==> src/rtl/amds_sched_pkg.sv <==
// amds_sched_pkg
//   Shared types and constants for the AMDS receive scheduler.
//   - sched_state_t : acquisition sequencer states
//   - CNT_W_DEF     : default width of delay/timeout/latency/statistics counters
//   - NUM_CH_DEF    : default number of adc_uart_rx channels
//   - NUM_CH_MAX    : largest supported channel count
//   - SYNC_W        : width of the sync high-time configuration
package amds_sched_pkg;

    localparam int CNT_W_DEF  = 16;
    localparam int NUM_CH_DEF = 2;
    localparam int NUM_CH_MAX = 8;
    localparam int SYNC_W     = 8;

    typedef enum logic [2:0] {
        IDLE    = 3'd0,
        DELAY   = 3'd1,
        SYNC    = 3'd2,
        WAIT_RX = 3'd3,
        DONE    = 3'd4
    } sched_state_t;

endpackage

==> src/rtl/amds_sched_timer.sv <==
// amds_sched_timer
//   Loadable down-counter with a zero flag. The count stops at zero.
//   Ports:
//     clk, rst_n  clock, asynchronous active-low reset
//     load        load load_val this cycle (has priority over dec)
//     load_val    value to load
//     dec         decrement by one when the count is non-zero
//     zero        count is zero
module amds_sched_timer #(
    parameter int W = 16
) (
    input  logic         clk,
    input  logic         rst_n,
    input  logic         load,
    input  logic [W-1:0] load_val,
    input  logic         dec,
    output logic         zero
);

    logic [W-1:0] count;

    always_ff @(posedge clk or negedge rst_n) begin
        if (!rst_n) begin
            count <= '0;
        end else if (load) begin
            count <= load_val;
        end else if (dec && (count != '0)) begin
            count <= count - W'(1);
        end
    end

    assign zero = (count == '0);

endmodule

==> src/rtl/amds_rx_scheduler.sv <==
// amds_rx_scheduler
//   Sequences one AMDS acquisition per timing-manager trigger: programmable
//   delay, sync pulse, start of all adc_uart_rx channels, collection of their
//   done pulses, and watchdog abort.
//   Ports:
//     clk, rst_n       clock, asynchronous active-low reset
//     en               gates acceptance of new triggers
//     trigger          1-cycle acquisition request
//     cfg_delay        cycles from trigger to sync rise (0 = next cycle)
//     cfg_sync_width   sync high time in cycles (0 behaves as 1)
//     cfg_timeout      watchdog limit from first sync cycle (0 = disabled)
//     rx_idle          per-channel idle level
//     rx_done_pulse    per-channel done pulse
//     sync_out         sync line to AMDS
//     rx_start         1-cycle start to every channel
//     busy             sequencer not idle
//     all_done         1-cycle pulse, every channel reported done
//     timeout_err      1-cycle pulse, watchdog abort
//     last_latency     trigger-to-done cycles of the last good acquisition
//     cnt_missed       dropped triggers (wraps)
//     cnt_timeout      watchdog aborts (wraps)
//
//   state   | meaning
//   IDLE    | waiting for an accepted trigger
//   DELAY   | counting cfg_delay cycles before sync
//   SYNC    | sync_out high; channels started on the first cycle
//   WAIT_RX | collecting channel done pulses under the watchdog
//   DONE    | all channels reported; all_done pulse, latency latched
module amds_rx_scheduler
    import amds_sched_pkg::*;
#(
    parameter int NUM_CH = NUM_CH_DEF,
    parameter int CNT_W  = CNT_W_DEF
) (
    input  logic              clk,
    input  logic              rst_n,
    input  logic              en,
    input  logic              trigger,
    input  logic [CNT_W-1:0]  cfg_delay,
    input  logic [SYNC_W-1:0] cfg_sync_width,
    input  logic [CNT_W-1:0]  cfg_timeout,
    input  logic [NUM_CH-1:0] rx_idle,
    input  logic [NUM_CH-1:0] rx_done_pulse,
    output logic              sync_out,
    output logic [NUM_CH-1:0] rx_start,
    output logic              busy,
    output logic              all_done,
    output logic              timeout_err,
    output logic [CNT_W-1:0]  last_latency,
    output logic [CNT_W-1:0]  cnt_missed,
    output logic [CNT_W-1:0]  cnt_timeout
);

    generate
        if (NUM_CH < 1 || NUM_CH > NUM_CH_MAX) begin : g_num_ch_range
            $error("amds_rx_scheduler: NUM_CH out of range");
        end
    endgenerate

    sched_state_t state, state_next;

    logic accept, miss, sync_entry, tmo;
    logic first_sync, wd_en;
    logic delay_zero, sync_zero, wd_zero;
    logic [NUM_CH-1:0] mask;
    logic [CNT_W-1:0]  lat_cnt, lat_inc;
    logic [CNT_W-1:0]  delay_load_val, wd_load_val;
    logic [SYNC_W-1:0] sync_load_val;
    logic trig_ok, mask_full, wd_expire;

    assign trig_ok   = trigger & en;
    // Pulses arriving this cycle count toward completion.
    assign mask_full = &(mask | rx_done_pulse);
    assign wd_expire = wd_en & wd_zero;
    assign lat_inc   = (&lat_cnt) ? lat_cnt : lat_cnt + CNT_W'(1);

    // Timers are loaded with N-1 so the zero flag marks the final cycle.
    assign delay_load_val = cfg_delay - CNT_W'(1);
    assign sync_load_val  = (cfg_sync_width == '0) ? '0 : cfg_sync_width - SYNC_W'(1);
    assign wd_load_val    = (cfg_timeout == '0) ? '0 : cfg_timeout - CNT_W'(1);

    amds_sched_timer #(.W(CNT_W)) u_delay_timer (
        .clk      (clk),
        .rst_n    (rst_n),
        .load     (accept),
        .load_val (delay_load_val),
        .dec      (state == DELAY),
        .zero     (delay_zero)
    );

    amds_sched_timer #(.W(SYNC_W)) u_sync_timer (
        .clk      (clk),
        .rst_n    (rst_n),
        .load     (sync_entry),
        .load_val (sync_load_val),
        .dec      (state == SYNC),
        .zero     (sync_zero)
    );

    amds_sched_timer #(.W(CNT_W)) u_wd_timer (
        .clk      (clk),
        .rst_n    (rst_n),
        .load     (sync_entry),
        .load_val (wd_load_val),
        .dec      ((state == SYNC) || (state == WAIT_RX)),
        .zero     (wd_zero)
    );

    always_comb begin
        state_next = state;
        accept     = 1'b0;
        miss       = 1'b0;
        sync_entry = 1'b0;
        tmo        = 1'b0;
        case (state)
            IDLE: begin
                if (trig_ok) begin
                    if (&rx_idle) begin
                        accept = 1'b1;
                        if (cfg_delay == '0) begin
                            state_next = SYNC;
                            sync_entry = 1'b1;
                        end else begin
                            state_next = DELAY;
                        end
                    end else begin
                        miss = 1'b1;
                    end
                end
            end
            DELAY: begin
                miss = trig_ok;
                if (delay_zero) begin
                    state_next = SYNC;
                    sync_entry = 1'b1;
                end
            end
            SYNC: begin
                miss = trig_ok;
                if (wd_expire) begin
                    state_next = IDLE;
                    tmo        = 1'b1;
                end else if (sync_zero) begin
                    state_next = WAIT_RX;
                end
            end
            WAIT_RX: begin
                miss = trig_ok;
                // Completion beats a watchdog expiry in the same cycle.
                if (mask_full) begin
                    state_next = DONE;
                end else if (wd_expire) begin
                    state_next = IDLE;
                    tmo        = 1'b1;
                end
            end
            DONE: begin
                miss       = trig_ok;
                state_next = IDLE;
            end
            default: state_next = IDLE;
        endcase
    end

    always_ff @(posedge clk or negedge rst_n) begin
        if (!rst_n) begin
            state        <= IDLE;
            first_sync   <= 1'b0;
            wd_en        <= 1'b0;
            mask         <= '0;
            lat_cnt      <= '0;
            sync_out     <= 1'b0;
            rx_start     <= '0;
            busy         <= 1'b0;
            all_done     <= 1'b0;
            timeout_err  <= 1'b0;
            last_latency <= '0;
            cnt_missed   <= '0;
            cnt_timeout  <= '0;
        end else begin
            state       <= state_next;
            first_sync  <= sync_entry;
            sync_out    <= (state_next == SYNC);
            rx_start    <= {NUM_CH{sync_entry}};
            busy        <= (state_next != IDLE);
            all_done    <= (state_next == DONE);
            timeout_err <= tmo;

            if (sync_entry) begin
                wd_en <= (cfg_timeout != '0);
            end

            // Channel starts on the first sync cycle, so anything seen then is stale.
            if ((state == SYNC) && first_sync) begin
                mask <= '0;
            end else if ((state == SYNC) || (state == WAIT_RX)) begin
                mask <= mask | rx_done_pulse;
            end

            // lat_cnt holds the 1-based cycle index since the trigger-accept cycle.
            if (accept) begin
                lat_cnt <= CNT_W'(2);
            end else if (state != IDLE) begin
                lat_cnt <= lat_inc;
            end

            if ((state_next == DONE) && (state != DONE)) begin
                last_latency <= lat_inc;
            end

            if (miss) begin
                cnt_missed <= cnt_missed + CNT_W'(1);
            end
            if (tmo) begin
                cnt_timeout <= cnt_timeout + CNT_W'(1);
            end
        end
    end

endmodule

==> config.mk <==
export PLATFORM = sky130hd
export DESIGN_NAME = amds_rx_scheduler
export DESIGN_NICKNAME = d
export VERILOG_FILES = /design/src/rtl/amds_sched_pkg.sv /design/src/rtl/amds_sched_timer.sv /design/src/rtl/amds_rx_scheduler.sv
export SDC_FILE = /design/constraint.sdc
export NUM_CORES = 1
export LEC_CHECK = 0
export ABC_AREA = 0
export ABC_CLOCK_PERIOD_IN_PS = 3200
export BUFFER_PORTS_ARGS = -buffer_cell sky130_fd_sc_hd__buf_4
export CORE_MARGIN = 1.5
export CORE_UTILIZATION = 40
export DETAILED_ROUTE_END_ITERATION = 7
export GPL_ROUTABILITY_DRIVEN = 1
export PLACE_DENSITY = 0.67
export SLEW_MARGIN = 20
export SYNTH_ARGS = -nofsm -noshare
export SYNTH_HDL_FRONTEND = slang
export SYNTH_SLANG_ARGS = --single-unit
export TNS_END_PERCENT = 100
==> constraint.sdc <==
create_clock -name clk -period 3.2 [get_ports clk]
set_clock_uncertainty 0.15 [all_clocks]
set_input_delay 0.16 -clock clk [delete_from_list [all_inputs] [get_ports clk]]
set_output_delay 0.16 -clock clk [all_outputs]
set_load 0.03 [all_outputs]
After elaboration in Yosys (flattened, before gate mapping). Index checks and enable logic that the tools add are counted.

Output and inout bits: 54. Word-level logic and storage cells: 99. Memories: 0. Bits in writable memories: 0. Bits in latches: 0. Bits in registers: 116. Memory bits (read-only): 0. Input port bits: 48.

Multipliers: 0. $add $sub $neg: 9. Reductions and logical operators: 28. Magnitude comparators: 0. Muxes and demuxes: 36. Bitwise gates (word level): 3. Equal/unequal tests: 7. Div/mod/pow operators: 0. Shift operators: 0.

Operator list (count): 16-bit two-way mux (8); 16-bit zero test (4); 16-bit by 1-bit subtractor with 16-bit output (second input constant) (4); 16-bit by 1-bit adder with 16-bit output (second input constant) (3); 16-bit nonzero test (3); 8-bit two-way mux (3); 3-bit two-way mux (7); 8-bit zero test (2); 16-bit AND reduction (1); 8-bit by 1-bit subtractor with 8-bit output (second input constant) (2); 3-bit one-hot mux with 4 select lines (1); 1-bit two-way mux (11); 2-bit nonzero test (5); 3-bit by 2-bit == test with 1-bit output (second input constant) (3); 8-bit nonzero test (1); 3-bit == test (second input constant) (2); 2-bit two-way mux (3); 1-bit one-hot mux with 2 select lines (3); 3-bit nonzero test (2); 1-bit logical AND (5); 2-bit AND reduction (2); 4-bit OR reduction (1); 3-bit by 1-bit == test with 1-bit output (second input constant) (1); 3-bit zero test (1); 4 further kinds (5).

Longest topological paths before layout. Gate-level depths: netlist (run 1).

Depth in word-level cells: 7. Gate-level depth with buffers: 12. Depth with buffers taken out: 8.

Cells and area by module. From an unflattened synthesis (run 1), not the netlist that was laid out.

Cell total of the unflattened synthesis: 802. Area, all modules: 7001.7 µm².

Modules (own cells, without submodules): amds_rx_scheduler (seq. area each 1876.8 µm², area each 4316.6 µm², times used 1, cells an instance 486); amds_sched_timer (u_delay_timer ...) (seq. area each 400.4 µm², area each 1054.8 µm², times used 2, cells an instance 124); amds_sched_timer (u_sync_timer) (seq. area each 200.2 µm², area each 575.6 µm², times used 1, cells an instance 68).

Worst setup path before layout (run 1). OpenSTA, ideal clock, no wires.

Path kind: reg2reg. Start point: register state[0]. End point: register u_delay_timer.count[10]. Data required time: 2.915 ns. Stages on the path, launching flop included: 13. Arrival time: 3.017 ns. Setup time: 0.135 ns. Path buffers: 4. Clock period less this slack: 3.302 ns. Setup slack: -0.102 ns. Path through: dfrtp_1 buf_4 or3_1 clkbuf_1 nor2_1 clkbuf_1 mux2i_1 ha_1 buf_1 nand4_1 a2111oi_0 xnor2_1 mux2i_1.

Cells in the longest elaborated chain, start to end: 3. Elaborated cells between the ends (all ways): 6. Classes of those cells: eq/ne: 1; mux: 2; reduce/logical: 3.

Ends and longest elaborated chain: start, declared (line amds_rx_scheduler.sv:60) `sched_state_t state, state_next;`; start signal, assigned (line amds_rx_scheduler.sv:181) `state <= state_next;`; 3-bit zero test or 3-bit by 1-bit == test with 1-bit output (tied branches) (line amds_rx_scheduler.sv:115, amds_rx_scheduler.sv:87); 1-bit two-way mux or 1-bit logical AND (tied branches) (line amds_rx_scheduler.sv:115, amds_sched_timer.sv:27); 16-bit two-way mux or 2-bit nonzero test (tied branches); end signal, assigned (line amds_sched_timer.sv:26) `count <= load_val;`; end signal, assigned (line amds_sched_timer.sv:28) `count <= count - W'(1);`; end, declared (line amds_sched_timer.sv:20) `logic [W-1:0] count;`.

Parallel ways exist; a longest one is shown, timed or not. A chain may end at the register's enable or synchronous reset.

Worst setup path after layout (run 1).
Start point: register state[2]. End point: register u_delay_timer.count[10].

Same word-level chain as after synthesis.

==> summary.txt, run 1 <==
Setup path
  • Launch point of the worst path: state[2]
  • Startpoint of the worst register-to-register path: state[2]
  • Endpoint kind of the worst setup timing path: flip-flop
  • Slowest cell delay on critical path: 0.52 ns
  • Max stage delay cell, worst path: sky130_fd_sc_hd__a2111oi_0
  • Classification of the worst setup path: flip-flop to flip-flop
  • Most common cell on crit path: sky130_fd_sc_hd__mux2i_1
  • Worst endpoint data arrival time: 2.91 ns
  • Data required, critical path: 3.34 ns
  • Highest net fanout along the worst path: 8
  • Kind of start point of the critical path: flip-flop
  • Cells traversed along the worst timing path: or3_1, nor2_1, mux2i_1, ha_1, nand4_1, a2111oi_0, xnor2_1, mux2i_1

Clock network
  • Insertion delay of the later-clocked pin in the worst-skew pair: roughly 0.4 ns
  • Number of H-tree branching levels: 4
  • # clock sinks: 115
  • TritonCTS clock tree: yes
  • Clock Tree Buf Depth: 2
  • Clock-pin slew on the worst setup and hold paths: 0.05 ns
  • CTS root buffer: sky130_fd_sc_hd__clkbuf_16
  • Number of buffers inserted during clock tree synthesis: 17

Placed design
  • HPWL after DPL: 11100 um
  • Final weighted congestion in routability-driven placement: 0.848
  • Port bufs: 101

Floorplanning
  • Die extent in y: 133 um
  • IO Count: 102
  • Die footprint: 17600 um^2
  • Row count: 47
  • Die width: 133 um
  • Initial Util: 0.407
  • Core area: ~17000 um^2

Routing
  • Number of optimization iterations in the first detailed-route pass: 5
  • Iteration-0 DRC Markers: approximately 400
  • Total wire length after detailed routing: approximately 16000 um
  • Vias after detailed routing: 5710
  • Via density: roughly 5.2
  • Routed wirelength normalized by instance count: 14.2 um
  • Residual antenna-violating net count after detailed routing: 0
  • Detailed-route DRC error count: 0

Finish
  • Footprint of the flip-flops and latches: about 2900 um^2
  • Diode count: 0
  • Synthesis-to-finish area growth: 30.4%
  • Multi-input gate area in the final layout: approximately 3600 um^2
  • Final core utilization: 0.530
  • Fill cells: 1515
  • Share of layout cells above drive strength 1: 0.199
  • Total number of nets in the final design: 913

Power
  • Leakage power summed over all cells: 3.85 nW
  • Power per unit of standard cell area: 678 nW/um^2
  • Peak ir drop on the vdd network: 0.000298 V

Yosys
  • Dominant combinational cell family by area after synthesis: simple AND/OR/NAND/NOR gates
  • Synthesized-area fraction occupied by ao, oa, aoi and oai cells: 0.106
  • Simple-gate share of the synthesized area: 0.227
  • Top_reg_cell synth: sky130_fd_sc_hd__dfrtp_1
  • Mapped Area: 6720 um^2
  • Synthesized area per cell: 9.49 um^2
  • Multiplexer fraction of the synthesized cell area: 0.0627
  • Post-synthesis register bit count: approximately 120
  • Synthesized netlist net count: 765
  • Asr flop ratio synth: 1.00
  • Adder and majority gate portion of the synthesized area: 0.0168
  • Number of flops mapped to enable cells by yosys: 0
  • Synth warnings: 0
  • Xor and xnor fraction of the mapped netlist area: 0.126
  • Count of different cell masters after synthesis: 67
  • Post-Syn Instances: 708
  • Portion of the post-synthesis area used by sequential elements: 0.428

STA
  • Slew at the pin closest to its max-slew limit: between 0.8 and 0.9 ns
  • Fin. Hold Viols: 0
  • RSZ-0062 raised after global routing: no
  • Final max-slew violation count: 0
  • Final critical-path share of the clock period: 0.868
  • Number of setup violations in the final report: 0
  • Final critical-path required period: around 2.8 ns
  • Max Fclk: 0.360 GHz
  • Final setup TNS: 0 ns
  • Max-Slew Margin vs Limit: 0.444

GRT
  • First-pass GRT wire length: 26600 um
  • Via count of the first global-routing pass: ~5500
  • All-Layer GR Usage: 0.185
  • Antenna violations before repair: 0
  • Maximum number of pins on one net before global-route repair: 38
  • Global route total overflow: 0

Min path
  • Startpoint of the tightest hold check path: cfg_delay[1]
  • Worst min-delay path category: input port to flip-flop

Status
  • Status: completed

Run
  • Number of max-cap violations: 0
layout by cell type, fill, tap and decap left out, types with 5 or more instances in the layout:
master	count
sky130_fd_sc_hd__xnor2_1	57
sky130_fd_sc_hd__ha_1	9
sky130_fd_sc_hd__nor4_1	22
sky130_fd_sc_hd__or3_1	11
sky130_fd_sc_hd__and4_1	7
sky130_fd_sc_hd__mux2i_1	32
sky130_fd_sc_hd__inv_1	18
sky130_fd_sc_hd__o31ai_1	5
sky130_fd_sc_hd__xor2_1	40
sky130_fd_sc_hd__buf_4	119
sky130_fd_sc_hd__dfrtp_1	115
sky130_fd_sc_hd__clkbuf_16	17
sky130_fd_sc_hd__nand3_1	29
sky130_fd_sc_hd__nand2b_1	6
sky130_fd_sc_hd__nand2_1	62
sky130_fd_sc_hd__o21ai_0	24
sky130_fd_sc_hd__nor2_1	57
sky130_fd_sc_hd__dlygate4sd3_1	39
sky130_fd_sc_hd__or4_1	5
sky130_fd_sc_hd__nor3_1	33
sky130_fd_sc_hd__and3_1	5
sky130_fd_sc_hd__a21oi_1	33
sky130_fd_sc_hd__a211oi_1	6
sky130_fd_sc_hd__nand4_1	20
sky130_fd_sc_hd__mux2_2	8
sky130_fd_sc_hd__a31oi_1	8
where the power goes:
part	internal, mW	total, mW	switching (mW)
Sequential	1.85	2.28	0.434
Combinational	0.762	1.64	0.878
Clock	1.38	2.02	0.643
cell families after synthesis:
kind of cell / count (synthesis)
adders and majority gates: 9
DFF: 115
buffers and inverters: 48
and+or+nand+nor: 288
muxes: 41
xor gates and xnor gates: 97
AOI/OAI and AO/OA: 110
Yosys cell counts (all sizes together) (7+ instances only):
library cell  count  share of area
ha                9          0.017
or3              12          0.011
a31oi             8         0.0074
nand3            29          0.022
mux2              9          0.015
nand4            20          0.019
nor3             35          0.028
o21ai            24          0.018
xor2             40          0.052
inv              19          0.011
buf              15          0.015
and4              7         0.0091
dfrtp           115           0.43
nor2             57          0.032
nor4             22          0.020
xnor2            57          0.074
mux2i            32          0.048
a21oi            33          0.025
clkbuf           14         0.0078
nand2            62          0.035
metrics by stage:
step | worst slack, ns | hold WS, ns | power [mW] | instance area, um^2 | cells
3_3_place_gp | 0.471 | -0.0513 | 3.87 | 7740 | 1018
6_report | 0.421 | 0.0335 | 5.94 | 8770 | 1089
5_1_grt | 0.234 | 0.0322 | 6.31 | 8770 | 1089
4_1_cts | 0.408 | 0.00881 | 6.00 | 8770 | 1089
3_5_place_dp | 0.397 | -0.0521 | 3.90 | 7740 | 1018
2_1_floorplan | 0.0137 | -0.286 | 3.34 | 6720 | 708
metal layers:
layer	GRT usage	up-vias	share of wire
li1	-	2854	-
met1	0.260	2725	0.49
met2	0.289	117	0.46
met3	0.0303	14	0.034
met4	0.0641	0	0.012
met5	0	-	0
path summary, 6_finish.rpt:
check / to / slack, ns / cells after the start
worst max-delay path: u_delay_timer.count[10] / 0.42 / 8
worst min-delay path: u_delay_timer.count[3] / 0.03 / 4
worst max register to register: u_delay_timer.count[10] / 0.42 / 8
worst min register to register: last_latency[7] / 0.32 / 2
max in group asynchronous: u_delay_timer.count[2] / 2.03 / 3
min in group asynchronous: u_wd_timer.count[12] / 0.05 / 2
registers in the layout (all words and copies together), names as in the netlist:
| signal | cells |
|---|---|
| all_done | 1 |
| busy | 1 |
| cnt_missed | 16 |
| cnt_timeout | 16 |
| first_sync | 1 |
| last_latency | 16 |
| lat_cnt | 16 |
| mask | 2 |
| state | 3 |
| sync_out | 1 |
| timeout_err | 1 |
| u_delay_timer.count | 16 |
| u_sync_timer.count | 8 |
| u_wd_timer.count | 16 |
| wd_en | 1 |
layout make-up:
| type | instances | share of cell area |
|---|---|---|
| multi-input combinational | 545 | 0.413 |
| sequential | 115 | 0.328 |
| timing repair buffer | 158 | 0.146 |
| clock buffer | 23 | 0.0557 |
| tap | 220 | 0.0314 |
| clock inverter | 9 | 0.0171 |
| inverter | 19 | 0.00814 |
critical path: cells and delay by family (launching register included):
kind / cells / cell delay, ns
xor+xnor: 1 / 0.18
fa+ha+maj: 1 / 0.19
mux: 2 / 0.32
compound gates: 1 / 0.52
simple gates: 3 / 0.83
flops: 1 / 0.47
timing repair:
action                                 CTS  global route
hold buffers                            39             0
endpoints found under the hold margin  114             0
buffers inserted                         0             0
gates resized for setup                  0             0
No activity file was read; power rests on OpenSTA's default activity.
==> run 2, diff against run 1 <==
- CORE_ASPECT_RATIO: default -> 1.1
- CORE_MARGIN: 1.5 -> 3
==> run 2 against run 1 <==
Non-clock buffer count fell by 1. Final cell count fell by 1.8%. Sequential share of layout area rose by 0.28 points. Register-to-register slack improved by 0.02 ns. Power fell by 2.7%. Worst hold slack got worse by 0.026 ns. Wire length rose by 3.0%. Critical path depth did not move. Utilization fell by 0.15 points. Clock power fell by 8%. Highest routed layer unchanged. Via count fell by 1.9%.
==> summary.txt, run 2 (synthesis gave the netlist of run 1 again) <==
Setup path
  • Worst endpoint data arrival time: 2.89 ns (was 2.91 ns)
  • Max stage delay cell, worst path: sky130_fd_sc_hd__a2111oi_0 (unchanged)
  • Cells traversed along the worst timing path: or3_1, nor2_1, mux2i_1, ha_1, nand4_1, a2111oi_0, xnor2_1, mux2i_1 (unchanged)
  • Buffer and inverter count on the worst path: 0 (unchanged)
  • Most common cell on crit path: sky130_fd_sc_hd__mux2i_1 (unchanged)
  • Classification of the worst setup path: flip-flop to flip-flop (unchanged)
  • Slowest cell delay on critical path: 0.53 ns (was 0.52 ns)
  • Highest net fanout along the worst path: 8 (unchanged)
  • Data required, critical path: 3.33 ns (was 3.34 ns)
  • Crit-path leading delay family: simple AND/OR/NAND/NOR gates (unchanged)
  • Endpoint kind of the worst setup timing path: flip-flop (unchanged)
  • Kind of start point of the critical path: flip-flop (unchanged)

Floorplanning
  • Row count: 49 (was 47)
  • IO Count: 102 (unchanged)
  • Die footprint: 18400 um^2 (was 17600 um^2)
  • Die width: 130 um (was 133 um)
  • Initial Util: 0.409 (was 0.407)
  • Die extent in y: 142 um (was 133 um)
  • Core area: 16400 um^2 (was 16500 um^2)

Power
  • Leakage power summed over all cells: 3.83 nW (was 3.85 nW)
  • Switching power share of the total: 0.335 (was 0.329)
  • Cell-internal power: 3.84 mW (was 3.99 mW)
  • Clock network fraction of total power: 0.321 (was 0.340)
  • Net Switching: 1.94 mW (was 1.96 mW)
  • Peak ir drop on the vdd network: 0.000369 V (was 0.000298 V)
  • Power per unit of standard cell area: 665 nW/um^2 (was 678 nW/um^2)
  • Proportion of power drawn by combinational gates: 0.284 (was 0.276)
  • Final Power: 5.78 mW (was 5.94 mW)
  • Share of power burned in registers: 0.395 (was 0.384)

GRT
  • First-pass GRT wire length: 27200 um (was 26600 um)
  • Global route total overflow: 0 (unchanged)
  • All-Layer GR Usage: 0.182 (was 0.185)
  • Antenna violations before repair: 0 (unchanged)
  • Maximum number of pins on one net before global-route repair: 72 (was 38)
  • Via count of the first global-routing pass: 5510 (was 5503)

STA
  • Number of setup violations in the final report: 0 (unchanged)
  • Slew at the pin closest to its max-slew limit: 0.810 ns (was 0.829 ns)
  • Setup slack of the critical path after layout: 0.443 ns (was 0.421 ns)
  • Final critical-path required period: 2.76 ns (was 2.78 ns)
  • Max-Slew Margin vs Limit: 0.456 (was 0.444)
  • Max Fclk: 0.363 GHz (was 0.360 GHz)
  • Final critical-path share of the clock period: 0.861 (was 0.868)
  • Final max-slew violation count: 0 (unchanged)
  • Worst hold slack: 0.00786 ns (was 0.0335 ns)
  • RSZ-0062 raised after global routing: no (unchanged)
  • Final setup TNS: 0 ns (unchanged)
  • Fin. Hold Viols: 0 (unchanged)

Clock network
  • Clock Tree Buf Depth: 2 (unchanged)
  • TritonCTS clock tree: yes (unchanged)
  • # clock sinks: 115 (unchanged)
  • Insertion delay of the later-clocked pin in the worst-skew pair: 0.41 ns (about the same)
  • Number of buffers inserted during clock tree synthesis: 17 (unchanged)
  • Number of H-tree branching levels: 4 (unchanged)
  • CTS root buffer: sky130_fd_sc_hd__clkbuf_16 (unchanged)
  • Clock-pin slew on the worst setup and hold paths: 0.05 ns (about the same)

Run
  • Number of max-cap violations: 0 (unchanged)

Finish
  • Diode count: 0 (unchanged)
  • Most used cells in the layout excluding fill and tap cells: sky130_fd_sc_hd__buf_4, sky130_fd_sc_hd__dfrtp_1, sky130_fd_sc_hd__nand2_1, sky130_fd_sc_hd__nor2_1, sky130_fd_sc_hd__xnor2_1 (unchanged)
  • Final core utilization: 0.529 (was 0.530)
  • Final Instance Count excl. Fillers: 1069 (was 1089)
  • Synthesis-to-finish area growth: 29.3% (was 30.4%)
  • Total number of nets in the final design: 912 (was 913)
  • Leading cell type in the layout, fill and taps excluded: sky130_fd_sc_hd__buf_4 (unchanged)
  • Footprint of the flip-flops and latches: 2880 um^2 (unchanged)
  • Share of layout cells above drive strength 1: 0.194 (was 0.199)
  • Fill cells: 1533 (was 1515)
  • Fin area: 8690 um^2 (was 8770 um^2)
  • Multi-input gate area in the final layout: 3620 um^2 (unchanged)

Placed design
  • Pre-CTS setup slack: 0.421 ns (was 0.397 ns)
  • Post-Place Cells: 1000 (was 1018)
  • Port bufs: 101 (unchanged)
  • Final weighted congestion in routability-driven placement: 0.837 (was 0.848)
  • HPWL after DPL: 11200 um (was 11100 um)
  • Post-place instance area: 7710 um^2 (was 7740 um^2)

Routing
  • Number of optimization iterations in the first detailed-route pass: 5 (unchanged)
  • Via density: 5.24 (about the same)
  • Vias after detailed routing: 5604 (was 5710)
  • Routed wirelength normalized by instance count: 14.9 um (was 14.2 um)
  • Residual antenna-violating net count after detailed routing: 0 (unchanged)
  • Detailed-route DRC error count: 0 (unchanged)
  • Iteration-0 DRC Markers: 347 (was 403)
  • Total wire length after detailed routing: 16000 um (was 15500 um)

Status
  • Status: completed (unchanged)

Min path
  • Worst min-delay path category: input port to flip-flop (unchanged)
[run 2: cell types whose count changed in the layout (fill, tap and decap cells not counted)]
cell / previous run / this run
sky130_fd_sc_hd__bufinv_16: 4 / 2
sky130_fd_sc_hd__clkbuf_8: 4 / 5
sky130_fd_sc_hd__clkinvlp_4: 2 / 0
sky130_fd_sc_hd__buf_4: 119 / 116
sky130_fd_sc_hd__dlygate4sd3_1: 39 / 40
sky130_fd_sc_hd__buf_12: 0 / 1
[run 2: path summary, 6_finish.rpt]
check	from	to	slack, ns	cells past startpoint
hold reg to reg	last_latency[13]	last_latency[13]	0.32	2
min in group asynchronous	rst_n	cnt_missed[10]	0.15	2
setup / recovery	state[2]	u_delay_timer.count[10]	0.44	8
setup reg to reg	state[2]	u_delay_timer.count[10]	0.44	8
max in group asynchronous	rst_n	wd_en	1.94	3
hold / removal	trigger	cnt_missed[0]	0.008	3
[run 2: worst register-to-register path, delay by kind of cell, from the launching register on]
kind,cells,cell delay [ns]
AND/OR/NAND/NOR,3,0.80
AO/OA/AOI/OAI,1,0.53
flip-flops,1,0.45
multiplexers,2,0.33
adder cells (fa/ha/maj),1,0.19
XOR/XNOR,1,0.17
[run 2: metal layers]
layer | global-route usage | vias up | part of all wire
li1 | - | 2848 | -
met3 | 0.0372 | 17 | 0.029
met2 | 0.289 | 90 | 0.47
met1 | 0.249 | 2649 | 0.48
met5 | 0 | - | 0
met4 | 0.0602 | 0 | 0.014
[run 2: layout make-up]
class	instances	share of cell area
multi-input cells	545	0.416
flip-flops and latches	115	0.331
repair buffers	157	0.149
clock buffers	24	0.0577
well taps	204	0.0294
clock inverters	5	0.00864
inverters	19	0.00820
[run 2: power by group through the flow]
stage                     Clock [mW]  Combinational (mW)  Sequential, mW
after detailed placement           0                1.61            2.29
after global routing            1.97                1.84            2.36
after CTS                       1.89                1.66            2.28
after floorplan                    0               0.946            2.39
final                           1.86                1.64            2.28
after global placement             0                1.59            2.29
[run 2: timing repair]
action,in CTS,in global routing
hold endpoints to repair,81,0
gates resized for setup,0,0
buffers inserted,0,0
hold buffers,40,0
==> run 3, diff against run 2 <==
- ABC_CLOCK_PERIOD_IN_PS: 3200 -> 3010
- CTS_BUF_LIST: default -> sky130_fd_sc_hd__clkbuf_4 sky130_fd_sc_hd__clkbuf_8 sky130_fd_sc_hd__clkbuf_16
- PLACE_DENSITY: 0.67 -> 0.64
- clock period: 3.2 -> 3.01 ns (I/O delays scaled with it)
==> run 3 against run 2 <==
Non-clock buffer count is 6 higher. Sequential cell count is the same. Utilization rose by 0.43 points. Count of clock-buffer cells in the layout fell by 2. Via count is 0.41% higher. Final cell count up 0.75%. Wire length decreased by 0.44%. Worst setup slack got worse by 0.11 ns. Die area unchanged. Combinational power up 7%.
==> summary.txt, run 3 (synthesis gave the netlist of run 1 again) <==
Status
  • Status: completed (unchanged)

Placed design
  • HPWL after DPL: 11300 um (was 11200 um)
  • Port bufs: 101 (unchanged)
  • Post-Place Cells: 1004 (was 1000)
  • Pre-CTS setup slack: 0.318 ns (was 0.421 ns)
  • Post-place instance area: 7750 um^2 (was 7710 um^2)
  • Final weighted congestion in routability-driven placement: 0.844 (was 0.837)

Clock network
  • Insertion delay of the later-clocked pin in the worst-skew pair: 0.41 ns (about the same)
  • Number of H-tree branching levels: 4 (unchanged)
  • Clock-pin slew on the worst setup and hold paths: 0.05 ns (about the same)
  • Number of buffers inserted during clock tree synthesis: 17 (unchanged)
  • Number of gates resized after CTS: 0 (unchanged)
  • Setup Fix Bufs, Post-CTS: 0 (unchanged)
  • # clock sinks: 115 (unchanged)
  • TritonCTS clock tree: yes (unchanged)
  • CTS root buffer: sky130_fd_sc_hd__clkbuf_16 (unchanged)
  • Clock Tree Buf Depth: 2 (unchanged)

Finish
  • Diode count: 0 (unchanged)
  • Fin area: 8760 um^2 (was 8690 um^2)
  • Final Instance Count excl. Fillers: 1077 (was 1069)
  • Leading cell type in the layout, fill and taps excluded: sky130_fd_sc_hd__buf_4 (unchanged)
  • Synthesis-to-finish area growth: 30.4% (was 29.3%)
  • Fill cells: 1538 (was 1533)
  • Total number of nets in the final design: 918 (was 912)
  • Share of layout cells above drive strength 1: 0.203 (was 0.194)
  • Most used cells in the layout excluding fill and tap cells: sky130_fd_sc_hd__buf_4, sky130_fd_sc_hd__dfrtp_1, sky130_fd_sc_hd__nand2_1, sky130_fd_sc_hd__nor2_1, sky130_fd_sc_hd__xnor2_1 (unchanged)

Setup path
  • Kind of start point of the critical path: flip-flop (unchanged)
  • Slowest cell delay on critical path: 0.46 ns (was 0.53 ns)
  • Most common cell on crit path: sky130_fd_sc_hd__mux2i_1 (unchanged)
  • Classification of the worst setup path: flip-flop to flip-flop (unchanged)
  • Data required, critical path: 3.14 ns (was 3.33 ns)
  • Crit-path leading delay family: simple AND/OR/NAND/NOR gates (unchanged)
  • Endpoint kind of the worst setup timing path: flip-flop (unchanged)
  • Max stage delay cell, worst path: sky130_fd_sc_hd__dfrtp_1 (was sky130_fd_sc_hd__a2111oi_0)
  • Cells traversed along the worst timing path: or3_1, nor2_1, mux2i_1, ha_1, nand4_1, a2111oi_2, xnor2_1, mux2i_1 (was or3_1, nor2_1, mux2i_1, ha_1, nand4_1, a2111oi_0, xnor2_1, mux2i_1)
  • Highest net fanout along the worst path: 8 (unchanged)
  • Worst endpoint data arrival time: 2.81 ns (was 2.89 ns)
  • Buffer and inverter count on the worst path: 0 (unchanged)

GRT
  • First-pass GRT wire length: 26800 um (was 27200 um)
  • Antenna violations before repair: 0 (unchanged)
  • Via count of the first global-routing pass: 5526 (was 5510)
  • All-Layer GR Usage: 0.179 (was 0.182)
  • Maximum number of pins on one net before global-route repair: 50 (was 72)
  • Global route total overflow: 0 (unchanged)

Routing
  • Detailed-route DRC error count: 0 (unchanged)
  • Met2 wirelength from detailed routing: 7600 um (was 7580 um)
  • Residual antenna-violating net count after detailed routing: 0 (unchanged)
  • Wire length on met3: 442 um (was 470 um)
  • Routed wirelength normalized by instance count: 14.8 um (was 14.9 um)
  • Vias after detailed routing: 5627 (was 5604)
  • Number of optimization iterations in the first detailed-route pass: 5 (unchanged)
  • Via density: 5.22 (was 5.24)
  • Total wire length after detailed routing: 15900 um (was 16000 um)
  • Routed met1 length: 7660 um (was 7690 um)
  • Iteration-0 DRC Markers: 340 (was 347)
  • Uppermost signal routing layer after detailed routing: met4 (unchanged)

Floorplanning
  • Core area: 16400 um^2 (unchanged)
  • Initial Util: 0.409 (unchanged)
  • IO Count: 102 (unchanged)
  • Row count: 49 (unchanged)
  • Die extent in y: 142 um (unchanged)
  • Die footprint: 18400 um^2 (unchanged)
  • Die width: 130 um (unchanged)

STA
  • Final max-slew violation count: 0 (unchanged)
  • Max Fclk: 0.373 GHz (was 0.363 GHz)
  • Fin. Hold Viols: 0 (unchanged)
  • Final setup TNS: 0 ns (unchanged)
  • Max-Slew Margin vs Limit: 0.569 (was 0.456)
  • Final critical-path share of the clock period: 0.891 (was 0.861)
  • Final critical-path required period: 2.68 ns (was 2.76 ns)
  • Slew at the pin closest to its max-slew limit: 0.647 ns (was 0.810 ns)
  • RSZ-0062 raised after global routing: no (unchanged)
  • Number of setup violations in the final report: 0 (unchanged)
  • Setup slack of the critical path after layout: 0.329 ns (was 0.443 ns)

Power
  • Power per unit of standard cell area: 706 nW/um^2 (was 665 nW/um^2)
  • Peak ir drop on the vdd network: 0.000367 V (was 0.000369 V)
  • Leakage power summed over all cells: 3.86 nW (was 3.83 nW)

Run
  • Number of max-cap violations: 0 (unchanged)

Min path
  • Worst min-delay path category: input port to flip-flop (unchanged)
## run 3: cell types whose count changed in the layout (fill, tap and decap cells not counted), sizes merged
cell and delta:
buf +4, clkbuf -2, clkinv +2, clkinvlp +2, dlygate4sd3 +2
## run 3: worst reg2reg max path: cells and delay by family, from the launching register on
kind / cells / cell delay, ns
fa+ha+maj: 1 / 0.19
xor+xnor: 1 / 0.16
compound gates: 1 / 0.43
simple gates: 3 / 0.84
mux: 2 / 0.33
flops: 1 / 0.46
## run 3: per-stage QoR
stage          total power [mW]   util  hold WS [ns]
2_1_floorplan              3.56      -        -0.295
3_3_place_gp               4.12  0.472        0.0737
3_5_place_dp               4.16  0.472        0.0729
4_1_cts                    6.23  0.533      0.000395
5_1_grt                    6.58  0.533        0.0378
6_report                   6.18  0.533        0.0149
## run 3: layout make-up
cell class | instances | area [um^2] | area share
clock buffers | 22 | 488 | 0.0557
clock inverters | 9 | 104 | 0.0119
inverters | 19 | 71.3 | 0.00814
multi-input cells | 545 | 3630 | 0.414
flip-flops and latches | 115 | 2880 | 0.328
well taps | 204 | 255 | 0.0291
repair buffers | 163 | 1340 | 0.153
## run 3: routing by layer
layer / global-route usage / up-vias
li1: - / 2865
met1: 0.242 / 2663
met2: 0.291 / 87
met3: 0.0300 / 12
met4: 0.0596 / 0
met5: 0 / -
## run 3: worst paths after layout
| kind | start | endpoint | slack [ns] | cells past startpoint |
|---|---|---|---|---|
| min reg2reg | last_latency[3] | last_latency[3] | 0.32 | 1 |
| min in group asynchronous | rst_n | cnt_missed[10] | 0.17 | 2 |
| min | cfg_delay[1] | u_delay_timer.count[3] | 0.01 | 4 |
| max | state[2] | u_delay_timer.count[10] | 0.33 | 8 |
| max reg2reg | state[2] | u_delay_timer.count[10] | 0.33 | 8 |
| max in group asynchronous | rst_n | lat_cnt[5] | 1.80 | 3 |
## run 3: timing repair
action	4_1_cts	5_1_grt
endpoints found under the setup margin	0	0
hold buffers	42	0
endpoints found under the hold margin	86	0
## run 3: where the power goes
| part | switching [mW] | internal (mW) | total, mW |
|---|---|---|---|
| clock | 0.695 | 1.30 | 2.00 |
| combinational | 0.936 | 0.814 | 1.75 |
| sequential | 0.472 | 1.96 | 2.43 |
